`config.mk`:
```
export PLATFORM = sky130hd
export DESIGN_NAME = trackball_counter
export DESIGN_NICKNAME = d
export VERILOG_FILES = /design/src/rtl/trackball_counter.sv
export SDC_FILE = /design/constraint.sdc
export NUM_CORES = 1
export LEC_CHECK = 0
export ABC_AREA = 1
export CAP_MARGIN = 0
export CORE_MARGIN = 4
export CORE_UTILIZATION = 50
export DETAILED_ROUTE_END_ITERATION = 7
export DONT_BUFFER_PORTS = 1
export PLACE_DENSITY_LB_ADDON = 0.2
export SLEW_MARGIN = 10
export SYNTH_ARGS = -nofsm -noshare
export SYNTH_HDL_FRONTEND = slang
export SYNTH_SLANG_ARGS = --single-unit
export TNS_END_PERCENT = 100
```
`constraint.sdc`:
```
create_clock -name CLK5n -period 6.1 [get_ports CLK5n]
set_input_delay 0 -clock CLK5n [delete_from_list [all_inputs] [get_ports CLK5n]]
set_output_delay 0 -clock CLK5n [all_outputs]
set_load 0.05 [all_outputs]
```
`src/rtl/trackball_counter.sv`:
```
// rtl/trackball_counter.sv - dual trackball quadrature counter with CPU latches (optional glitch filter: TRACKBALL_FILTER_EN)
module trackball_counter (
  input  logic       CLK5n,
  input  logic       RESET,
  input  logic [3:0] QUAD1,
  input  logic [3:0] QUAD2,
  input  logic       SHFT0,
  input  logic       SHFT1,
  input  logic       CK1,
  input  logic       LD1n,
  input  logic       LD2n,
  input  logic       CL1n,
  input  logic       CL2n,
  output logic [7:0] TRACK_X,
  output logic [7:0] TRACK_Y
);

  // Gray table: 00->01->11->10->00 counts up, the reverse counts down,
  // a double-bit change is treated as noise.
  function automatic logic signed [1:0] quad_step(input logic [1:0] old_ba,
                                                  input logic [1:0] new_ba);
    case ({old_ba, new_ba})
      4'b00_01, 4'b01_11, 4'b11_10, 4'b10_00: quad_step = 2'sd1;
      4'b00_10, 4'b10_11, 4'b11_01, 4'b01_00: quad_step = -2'sd1;
      default:                                quad_step = 2'sd0;
    endcase
  endfunction

  // Pending accumulator add, clamped to the 4-bit signed range.
  function automatic logic signed [3:0] sat_add(input logic signed [3:0] acc,
                                                input logic signed [1:0] inc);
    logic signed [4:0] sum;
    sum = {acc[3], acc} + {{3{inc[1]}}, inc};
    if (sum > 5'sd7)
      sat_add = 4'sd7;
    else if (sum < -5'sd8)
      sat_add = -4'sd8;
    else
      sat_add = sum[3:0];
  endfunction

  logic              sel_q;
  logic              sel_next;
  logic [1:0]        resync_cnt;
  logic              resyncing;
  logic [3:0]        src;
  logic [3:0]        sync1;
  logic [3:0]        sync2;
  logic [3:0]        dec_in;
  logic [3:0]        prev;
  logic              ck1_s;
  logic              ck1_q;
  logic              ck1_rise;
  logic signed [1:0] step_x;
  logic signed [1:0] step_y;
  logic signed [3:0] pend_x;
  logic signed [3:0] pend_y;
  logic [7:0]        cnt_x;
  logic [7:0]        cnt_y;

  assign src       = sel_q ? QUAD2 : QUAD1;
  assign resyncing = (resync_cnt != 2'd0);
  assign ck1_rise  = ck1_s & ~ck1_q;

  // Source selection: QUAD1 has priority, both deasserted keeps the last choice.
  always_comb begin
    sel_next = sel_q;
    if (!SHFT0)
      sel_next = 1'b0;
    else if (!SHFT1)
      sel_next = 1'b1;
  end

`ifdef TRACKBALL_FILTER_EN
  logic [3:0] hist0;
  logic [3:0] hist1;
  logic [3:0] filt_q;
  logic [3:0] stable;

  // A bit is accepted only once three consecutive synchronized samples agree.
  always_comb begin
    stable = ~(sync2 ^ hist0) & ~(hist0 ^ hist1);
    dec_in = (stable & sync2) | (~stable & filt_q);
  end

  // Sample history and accepted value; the accepted value is forced during resync.
  always_ff @(posedge CLK5n) begin
    if (RESET) begin
      hist0  <= QUAD1;
      hist1  <= QUAD1;
      filt_q <= QUAD1;
    end else begin
      hist0  <= sync2;
      hist1  <= hist0;
      filt_q <= resyncing ? sync2 : dec_in;
    end
  end
`else
  // Without the filter the decoder looks straight at the synchronizer output.
  always_comb begin
    dec_in = sync2;
  end
`endif

  // Steps are suppressed while the previous-state registers settle on a new source.
  always_comb begin
    step_x = 2'sd0;
    step_y = 2'sd0;
    if (!resyncing) begin
      step_x = quad_step(prev[1:0], dec_in[1:0]);
      step_y = quad_step(prev[3:2], dec_in[3:2]);
    end
  end

  // Front end: selection, resync window, synchronizer and previous-state registers.
  always_ff @(posedge CLK5n) begin
    if (RESET) begin
      sel_q      <= 1'b0;
      resync_cnt <= 2'd0;
      sync1      <= QUAD1;
      sync2      <= QUAD1;
      prev       <= QUAD1;
    end else begin
      sel_q <= sel_next;
      if (sel_next != sel_q)
        resync_cnt <= 2'd3;
      else if (resyncing)
        resync_cnt <= resync_cnt - 2'd1;
      sync1 <= src;
      sync2 <= sync1;
      prev  <= resyncing ? sync2 : dec_in;
    end
  end

  // CK1 is synchronized and edge-detected; history starts high so release is quiet.
  always_ff @(posedge CLK5n) begin
    if (RESET) begin
      ck1_s <= 1'b1;
      ck1_q <= 1'b1;
    end else begin
      ck1_s <= CK1;
      ck1_q <= ck1_s;
    end
  end

  // X axis: latch old count, then clear, commit or accumulate.
  always_ff @(posedge CLK5n) begin
    if (RESET) begin
      cnt_x   <= 8'd0;
      pend_x  <= 4'sd0;
      TRACK_X <= 8'd0;
    end else begin
      if (!LD1n)
        TRACK_X <= cnt_x;
      if (!CL1n) begin
        cnt_x  <= 8'd0;
        pend_x <= 4'sd0;
      end else if (ck1_rise) begin
        cnt_x  <= cnt_x + {{4{pend_x[3]}}, pend_x};
        pend_x <= {{2{step_x[1]}}, step_x};
      end else begin
        pend_x <= sat_add(pend_x, step_x);
      end
    end
  end

  // Y axis: latch old count, then clear, commit or accumulate.
  always_ff @(posedge CLK5n) begin
    if (RESET) begin
      cnt_y   <= 8'd0;
      pend_y  <= 4'sd0;
      TRACK_Y <= 8'd0;
    end else begin
      if (!LD2n)
        TRACK_Y <= cnt_y;
      if (!CL2n) begin
        cnt_y  <= 8'd0;
        pend_y <= 4'sd0;
      end else if (ck1_rise) begin
        cnt_y  <= cnt_y + {{4{pend_y[3]}}, pend_y};
        pend_y <= {{2{step_y[1]}}, step_y};
      end else begin
        pend_y <= sat_add(pend_y, step_y);
      end
    end
  end

endmodule
```
==> run summary, run 1 <==
status - complete, no violations
Hold Crit Start - SHFT1
delay-heaviest family, CP - adder cells
Cell variety after synth - 30
Final Util - 60.20%
layout cells sized above 1 - 6.402%
CTS tree - built
Final #Nets - 496
antenna viol nets, final - 0
initial antenna violation count - 0
clock tree buffer depth - 2
Pwr Density - 275.4 nW/µm²
final worst path period need - 2.176 ns
Clk pwr share - 36.6%
Max stage delay on crit path - 0.40 ns
Die Y-Extent - 87.57 µm
setup TNS - 0 ns
Slew Viols, Final - 0
hold slack - 0.02818 ns
synthesized area - 3166 µm²
Buffers & Inverters on Critical Path - 3
total power - 998.9 µW
WHS Path Cells - 5
syn nets - 474
Worst setup EP type - register
Sw Pwr - 296.3 µW
DIE WIDTH - 87.57 µm
post-DP HPWL - 4.259 mm
core box area - 6026 µm²
Worst Skew - 0.004138 ns
drt drc - 0
Num CTS Buffers - 9
#FFs+latches synth - 57
# setup viols final - 0
most frequent cells in the layout - nand2_1 (85), inv_1 (66), dfxtp_1 (57), a21oi_1 (37), nor2_1 (36)
Post-Syn Area per Cell - 7.431 µm²
Root Buffer Master - clkbuf_8
commonest non-fill, non-tap cell in the layout - nand2_1
worst r2r path cells - 14
Mapped Cells - 426
pre-CTS WS - 3.934 ns
wire per inst - 11.76 µm
global-route wire length before repair - 10.96 mm
Reg2Reg Launch Point - resync_cnt[0]
vias per cell - 4.945
Max Freq - 0.4595 GHz
yosys warns - 0
pin count of the biggest net entering global routing - 30
most frequent CP cell - nand2_1
Max VDD drop - 0.1564 mV
RR Endpoint - pend_x[2]
Reg power frac - 44.0%
num ports - 33
combinational power share - 19.4%
unrepaired setup endpoints after global routing - false
final hold vios - 0
Reg clk slew, reported paths - 0.06 ns
Post-CTS Setup Inserts - 0
GP Congestion - 0.8211
Clock Latency Late Sink - 0.32 ns
Worst Max-Slew Pin Slew - 0.7978 ns
row cnt - 28
P_int - 702.6 µW
total number of vias - 2,611
gr usage total - 18.09%
sequential share of the synthesized area - 36.05%
Worst R2R Setup Slack - 3.92 ns
DRT Pass-1 Iters - 4
slew margin rel. - 46.75%
H-tree depth - 3
total gr overflow - 0
Worst Setup Start Kind - register
post-CTS resize count - 0
Leak - 0.001910 µW
hold worst-path end - resync_cnt[1]
Crit Path Max Fanout - 12
crit path setup slack, layout - 3.924 ns
final critical-path share of the clock period - 35.68%
Net Sw Frac - 29.66%
hold crit path type - in -> reg
starting density of the core - 52.53%
ANT cells - 0
vias in the first global route - 2,570
Arr. time, crit path - 2.37 ns
Max Cap Viol - 0
drt total wl - 6.211 mm
Worst Path Class, Setup - reg -> reg
CTS sink cnt - 57
DR iter-0 viols - 78
Slowest-stage cell, CP - fa_1
DIE AREA - 7669 µm²
IO buf count - 0
Cell Chain, Critical Path - inv_1 -> ha_1 -> nand2_1 -> inv_1 -> ha_1 -> fa_1 -> nand3_1 -> nand2_1 -> nand2_1 -> nand3_1 -> nand2_1 -> inv_1 -> nand2_1 -> a21oi_1
Syn-to-layout area delta - 14.59%
Crit path required time - 6.29 ns
final cells by class:
cell class / count / area (µm²)
fill: 564 / 2399
multi-input combinational: 291 / 1715
sequential: 57 / 1141
inverter: 67 / 251.5
timing repair buffer: 22 / 217.7
clock buffer: 14 / 172.7
tap: 75 / 93.84
clock inverter: 2 / 35.03
per-layer routing:
layer  part of all wire [%]  up-vias  track usage [%]
met5                      0        -                0
met4                    1.3        0            7.950
met3                    4.9        7            3.763
met2                     48       51            31.44
met1                     46     1148            21.43
li1                       -     1405                -
sequential cells by signal, indices dropped and copies added, names as in the netlist, named ones only:
name        cells
cnt_y           8
TRACK_Y         8
ck1_s           1
ck1_q           1
sync1           4
cnt_x           8
sel_q           1
resync_cnt      2
pend_x          4
TRACK_X         8
pend_y          4
dec_in          4
synthesized netlist by cell type:
| cell | instances | area, µm² |
|---|---|---|
| a211oi_1 | 2 | 15.01 |
| a21boi_0 | 2 | 15.01 |
| a21o_1 | 4 | 30.03 |
| a21oi_1 | 37 | 185.2 |
| a21oi_2 | 1 | 8.760 |
| a31oi_1 | 2 | 12.51 |
| a32oi_1 | 2 | 17.52 |
| buf_1 | 1 | 3.750 |
| buf_2 | 4 | 20.02 |
| buf_4 | 1 | 7.510 |
| buf_6 | 1 | 11.26 |
| clkbuf_1 | 4 | 15.01 |
| clkinv_1 | 1 | 3.750 |
| dfxtp_1 | 57 | 1141 |
| fa_1 | 4 | 80.08 |
| ha_1 | 27 | 337.8 |
| inv_1 | 66 | 247.7 |
| mux2_2 | 4 | 45.04 |
| nand2_1 | 85 | 319.1 |
| nand2_2 | 5 | 31.28 |
| nand3_1 | 23 | 115.1 |
| nand3_2 | 2 | 20.02 |
| nand3b_1 | 1 | 7.510 |
| nand4_1 | 3 | 18.77 |
| nor2_1 | 36 | 135.1 |
| nor3_1 | 1 | 5.000 |
| o21ai_0 | 31 | 155.2 |
| or2_2 | 2 | 12.51 |
| xnor2_1 | 3 | 26.28 |
| xor2_1 | 14 | 122.6 |
power groups by stage:
stage	logic, µW	registers, µW	clock network [µW]
6_report	194	439	365
5_1_grt	229	444	399
4_1_cts	194	440	376
3_5_place_dp	177	448	0
3_3_place_gp	173	448	0
2_1_floorplan	155	442	0
worst register-to-register path, stage by stage (launching register included):
cell and delay, ns:
dfxtp_1 0.34, inv_1 0.05, ha_1 0.33, nand2_1 0.13, inv_1 0.05, ha_1 0.19, fa_1 0.40, nand3_1 0.10
nand2_1 0.05, nand2_1 0.08, nand3_1 0.09, nand2_1 0.07, inv_1 0.06, nand2_1 0.06, a21oi_1 0.06
stage by stage:
step	cell area [µm²]	instances
after global placement	3209	491
after CTS	3627	528
after floorplan	3166	426
after global routing	3627	528
after detailed placement	3209	491
final	3627	528
worst max path at each step:
stage	slack [ns]	cells past startpoint	endpoint	from
floorplan	4.10	15	pend_x[1]	resync_cnt[0]
global placement	3.98	14	pend_x[2]	resync_cnt[0]
detailed placement	3.93	14	pend_x[2]	resync_cnt[0]
CTS	3.92	14	pend_x[2]	resync_cnt[0]
global route	3.63	14	pend_x[2]	resync_cnt[0]
finish	3.92	14	pend_x[2]	resync_cnt[0]
cell families after synthesis:
family	after synthesis	synth area share [%]
flops	57	36.05
compound gates	81	13.87
xor+xnor	17	4.704
mux	4	1.423
buf+inv	78	9.763
simple gates	158	20.99
fa+ha+maj	31	13.20
what timing repair did:
action                                  in CTS  in global routing
hold buffers                                21                  0
endpoints found under the setup margin       0                  0
hold endpoints to repair                    29                  0
Power figures use the tool's default switching activity.
==> run 2: changes to the inputs <==
- ABC_AREA: 1 -> 0
- clock period: 6.1 -> 2.16 ns (I/O delays scaled with it)
==> run 2 against run 1 <==
Compared with the run above: area after synthesis up 3.4%; combinational power rose to 3.6 times the previous value; first-iteration DRC count up 14%; non-clock buffer count up 13; die area up 3.0%; critical endpoint is now pend_x[1]; largest cell class unchanged.
==> run summary, run 2 <==
vias in the first global route - 2,507 (-2.5%)
DIE WIDTH - 88.90 µm (+1.5%)
synthesized area - 3272 µm² (+3.4%)
CTS sink cnt - 57 (unchanged)
setup TNS - 0 ns (unchanged)
Mapped Cells - 356 (-16%)
Worst Path Class, Setup - reg -> reg
DRT Pass-1 Iters - 4 (unchanged)
yosys warns - 0 (unchanged)
final hold vios - 0 (unchanged)
ANT cells - 0 (unchanged)
Max Freq - 0.4830 GHz (+5.1%)
Crit path required time - 2.41 ns (-3.88 ns)
Synth Flop Type - dfxtp_1
slew margin rel. - 65.48% (+19 points)
Cell Chain, Critical Path - inv_2 -> ha_4 -> buf_4 -> nand2_4 -> inv_2 -> ha_4 -> a21oi_4 -> nand2_1 -> o22a_1 -> o221a_1 -> a221oi_2
Slowest-stage cell, CP - dfxtp_2
Clock Latency Late Sink - 0.34 ns (+0.02 ns)
post-DP HPWL - 4.526 mm (+6.3%)
initial antenna violation count - 0 (unchanged)
pin count of the biggest net entering global routing - 31 (+3.3%)
commonest non-fill, non-tap cell in the layout - dfxtp_1
Arr. time, crit path - 2.32 ns (-0.05 ns)
total number of vias - 2,619 (+0.31%)
final worst path period need - 2.070 ns (-0.1059 ns)
post-route cell area - 3881 µm² (+7.0%)
total gr overflow - 0 (unchanged)
row cnt - 29 (+3.6%)
gr usage total - 18.80% (+0.71 points)
unrepaired setup endpoints after global routing - true
Max Cap Viol - 0 (unchanged)
Post-Syn Area per Cell - 9.191 µm² (+24%)
DR iter-0 viols - 89 (+14%)
Reg clk slew, reported paths - 0.07 ns (about the same)
Cell variety after synth - 55 (+83%)
CTS tree - built
drt total wl - 6.834 mm (+10%)
Leak - 0.001575 µW (-18%)
Post-synth EDFFs - 0 (unchanged)
syn nets - 404 (-15%)
Final #Nets - 432 (-13%)
status - complete, no violations
core box area - 6350 µm² (+5.4%)
#FFs+latches synth - 57 (unchanged)
drt drc - 0 (unchanged)
Worst Setup Start Kind - register
Synth area leader - dfxtp_1
final critical-path share of the clock period - 95.86% (+60 points)
Max stage delay on crit path - 0.34 ns (-0.06 ns)
antenna viol nets, final - 0 (unchanged)
hold crit path type - in -> reg
top post-synthesis cells by area - dfxtp_1 (35%), ha_1 (10%), mux2i_1 (8.3%), a21oi_1 (3.8%), nor2_1 (3.0%)
Worst Max-Slew Pin Slew - 0.5171 ns (-0.2808 ns)
num ports - 33 (unchanged)
global-route wire length before repair - 11.30 mm (+3.0%)
Pwr Density - 716.1 nW/µm² (+160%)
most frequent cells in the layout - dfxtp_1 (55), mux2i_1 (27), nor2_1 (26), a21oi_1 (25), nand2_1 (24)
Crit Path Max Fanout - 5 (-7)
Worst setup EP type - register
Buffers & Inverters on Critical Path - 3 (unchanged)
Die Y-Extent - 88.90 µm (+1.5%)
share of the synthesized area in the top cell type - 34.88% (-1.2 points)
Root Buffer Master - clkbuf_8
layout cells sized above 1 - 16.97% (+11 points)
count leader, synth - dfxtp_1
# setup viols final - 0 (unchanged)
delay-heaviest family, CP - compound AO/OA/AOI/OAI gates
Slew Viols, Final - 0 (unchanged)
IO buf count - 0 (unchanged)
DIE AREA - 7902 µm² (+3.0%)
Max VDD drop - 0.5604 mV (+260%)
DP Area - 3441 µm² (+7.2%)
vias per cell - 5.620 (+14%)
Worst Skew - 0.003366 ns (-0.0007719 ns)
clock tree buffer depth - 2 (unchanged)
wire per inst - 14.67 µm (+25%)
Post-synth top cells - dfxtp_1 (57), ha_1 (27), mux2i_1 (27), nor2_1 (26)
H-tree depth - 3 (unchanged)
starting density of the core - 51.53% (-1.0 points)
sequential share of the synthesized area - 34.88% (-1.2 points)
GP Congestion - 0.7744 (-5.7%)
Num CTS Buffers - 9 (unchanged)
Syn-to-layout area delta - 18.62%
asr flop ratio synth - 0% (unchanged)
-- run 2: cell types whose count changed in the layout (fill, tap and decap cells not counted), sizes merged, moves of 7 or more --
cell / before / now
a21oi: 38 / 27
buf: 1 / 17
inv: 66 / 18
o211ai: 0 / 7
nand3: 25 / 4
mux2i: 0 / 27
nand2b: 0 / 7
o21a: 0 / 7
xor2: 14 / 3
o21ai: 31 / 14
nand2: 90 / 26
nor2: 36 / 26
nor2b: 0 / 9
-- run 2: through the flow --
stage / hold WS [ns] / utilization (%) / setup slack (ns) / power, µW / std cells
2_1_floorplan: 0.1038 / - / -0.04911 / 1675 / 356
3_3_place_gp: 0.06794 / 54.19 / 0.01139 / 1747 / 429
3_5_place_dp: 0.06862 / 54.19 / -0.04799 / 1765 / 429
4_1_cts: 0.003658 / 60.47 / 0.003259 / 2767 / 466
5_1_grt: 0.02164 / 61.12 / -0.02988 / 2957 / 466
6_report: 0.02277 / 61.12 / 0.08952 / 2779 / 466
-- run 2: metal layers --
metal / track usage [%] / wire, µm / up-vias
met5: 0 / 0 / -
met1: 22.60 / 3095 / 1212
li1: - / - / 1334
met3: 4.516 / 320 / 13
met2: 31.17 / 3258 / 60
met4: 9.615 / 160 / 0
-- run 2: worst reg2reg max path: stages (launching register included) --
cell,delay (ns)
dfxtp_2,0.34
inv_2,0.04
ha_4,0.18
buf_4,0.14
nand2_4,0.05
inv_2,0.05
ha_4,0.21
a21oi_4,0.19
nand2_1,0.10
o22a_1,0.20
o221a_1,0.27
a221oi_2,0.21
-- run 2: final cells by class --
| type | instances | area, µm² |
|---|---|---|
| Clock buffer | 11 | 151.4 |
| Clock inverter | 5 | 30.03 |
| Fill cell | 554 | 2469 |
| Inverter | 18 | 72.57 |
| Multi-Input combinational cell | 263 | 2067 |
| Sequential cell | 57 | 1144 |
| Tap cell | 77 | 96.34 |
| Timing Repair Buffer | 35 | 320.3 |
-- run 2: worst paths after layout --
kind                  from        end  slack [ns]  cells after the start
min reg2reg          ck1_s      ck1_q        0.46                      1
max          resync_cnt[0]  pend_x[1]        0.09                     11
min                   CL1n   cnt_x[4]        0.02                      2
max reg2reg  resync_cnt[0]  pend_x[1]        0.09                     11
-- run 2: timing repair --
| action | CTS | global route |
|---|---|---|
| buffers inserted | 2 | 0 |
| gates resized for setup | 1 | 8 |
| hold buffers | 19 | 0 |
| endpoints found under the setup margin | 4 | 6 |
| hold endpoints to repair | 38 | 0 |
| pin swaps | 1 | 3 |
-- run 2: logic make-up (layout without fill, tap and decap cells) --
group | after synthesis | count (layout) | share of synthesized area, %
adders and majority gates | 31 | 31 | 12.77
buffers and inverters | 36 | 69 | 4.704
and+or+nand+nor | 103 | 103 | 16.14
xor gates and xnor gates | 9 | 9 | 2.409
DFF | 57 | 57 | 34.88
AOI/OAI and AO/OA | 88 | 88 | 19.12
muxes | 32 | 32 | 9.981
-- run 2: power by group --
part | internal, µW | total (µW) | switching, µW
sequential | 1120 | 1180 | 55.2
clock | 472 | 910 | 438
combinational | 347 | 694 | 347
total | 1940 | 2780 | 841
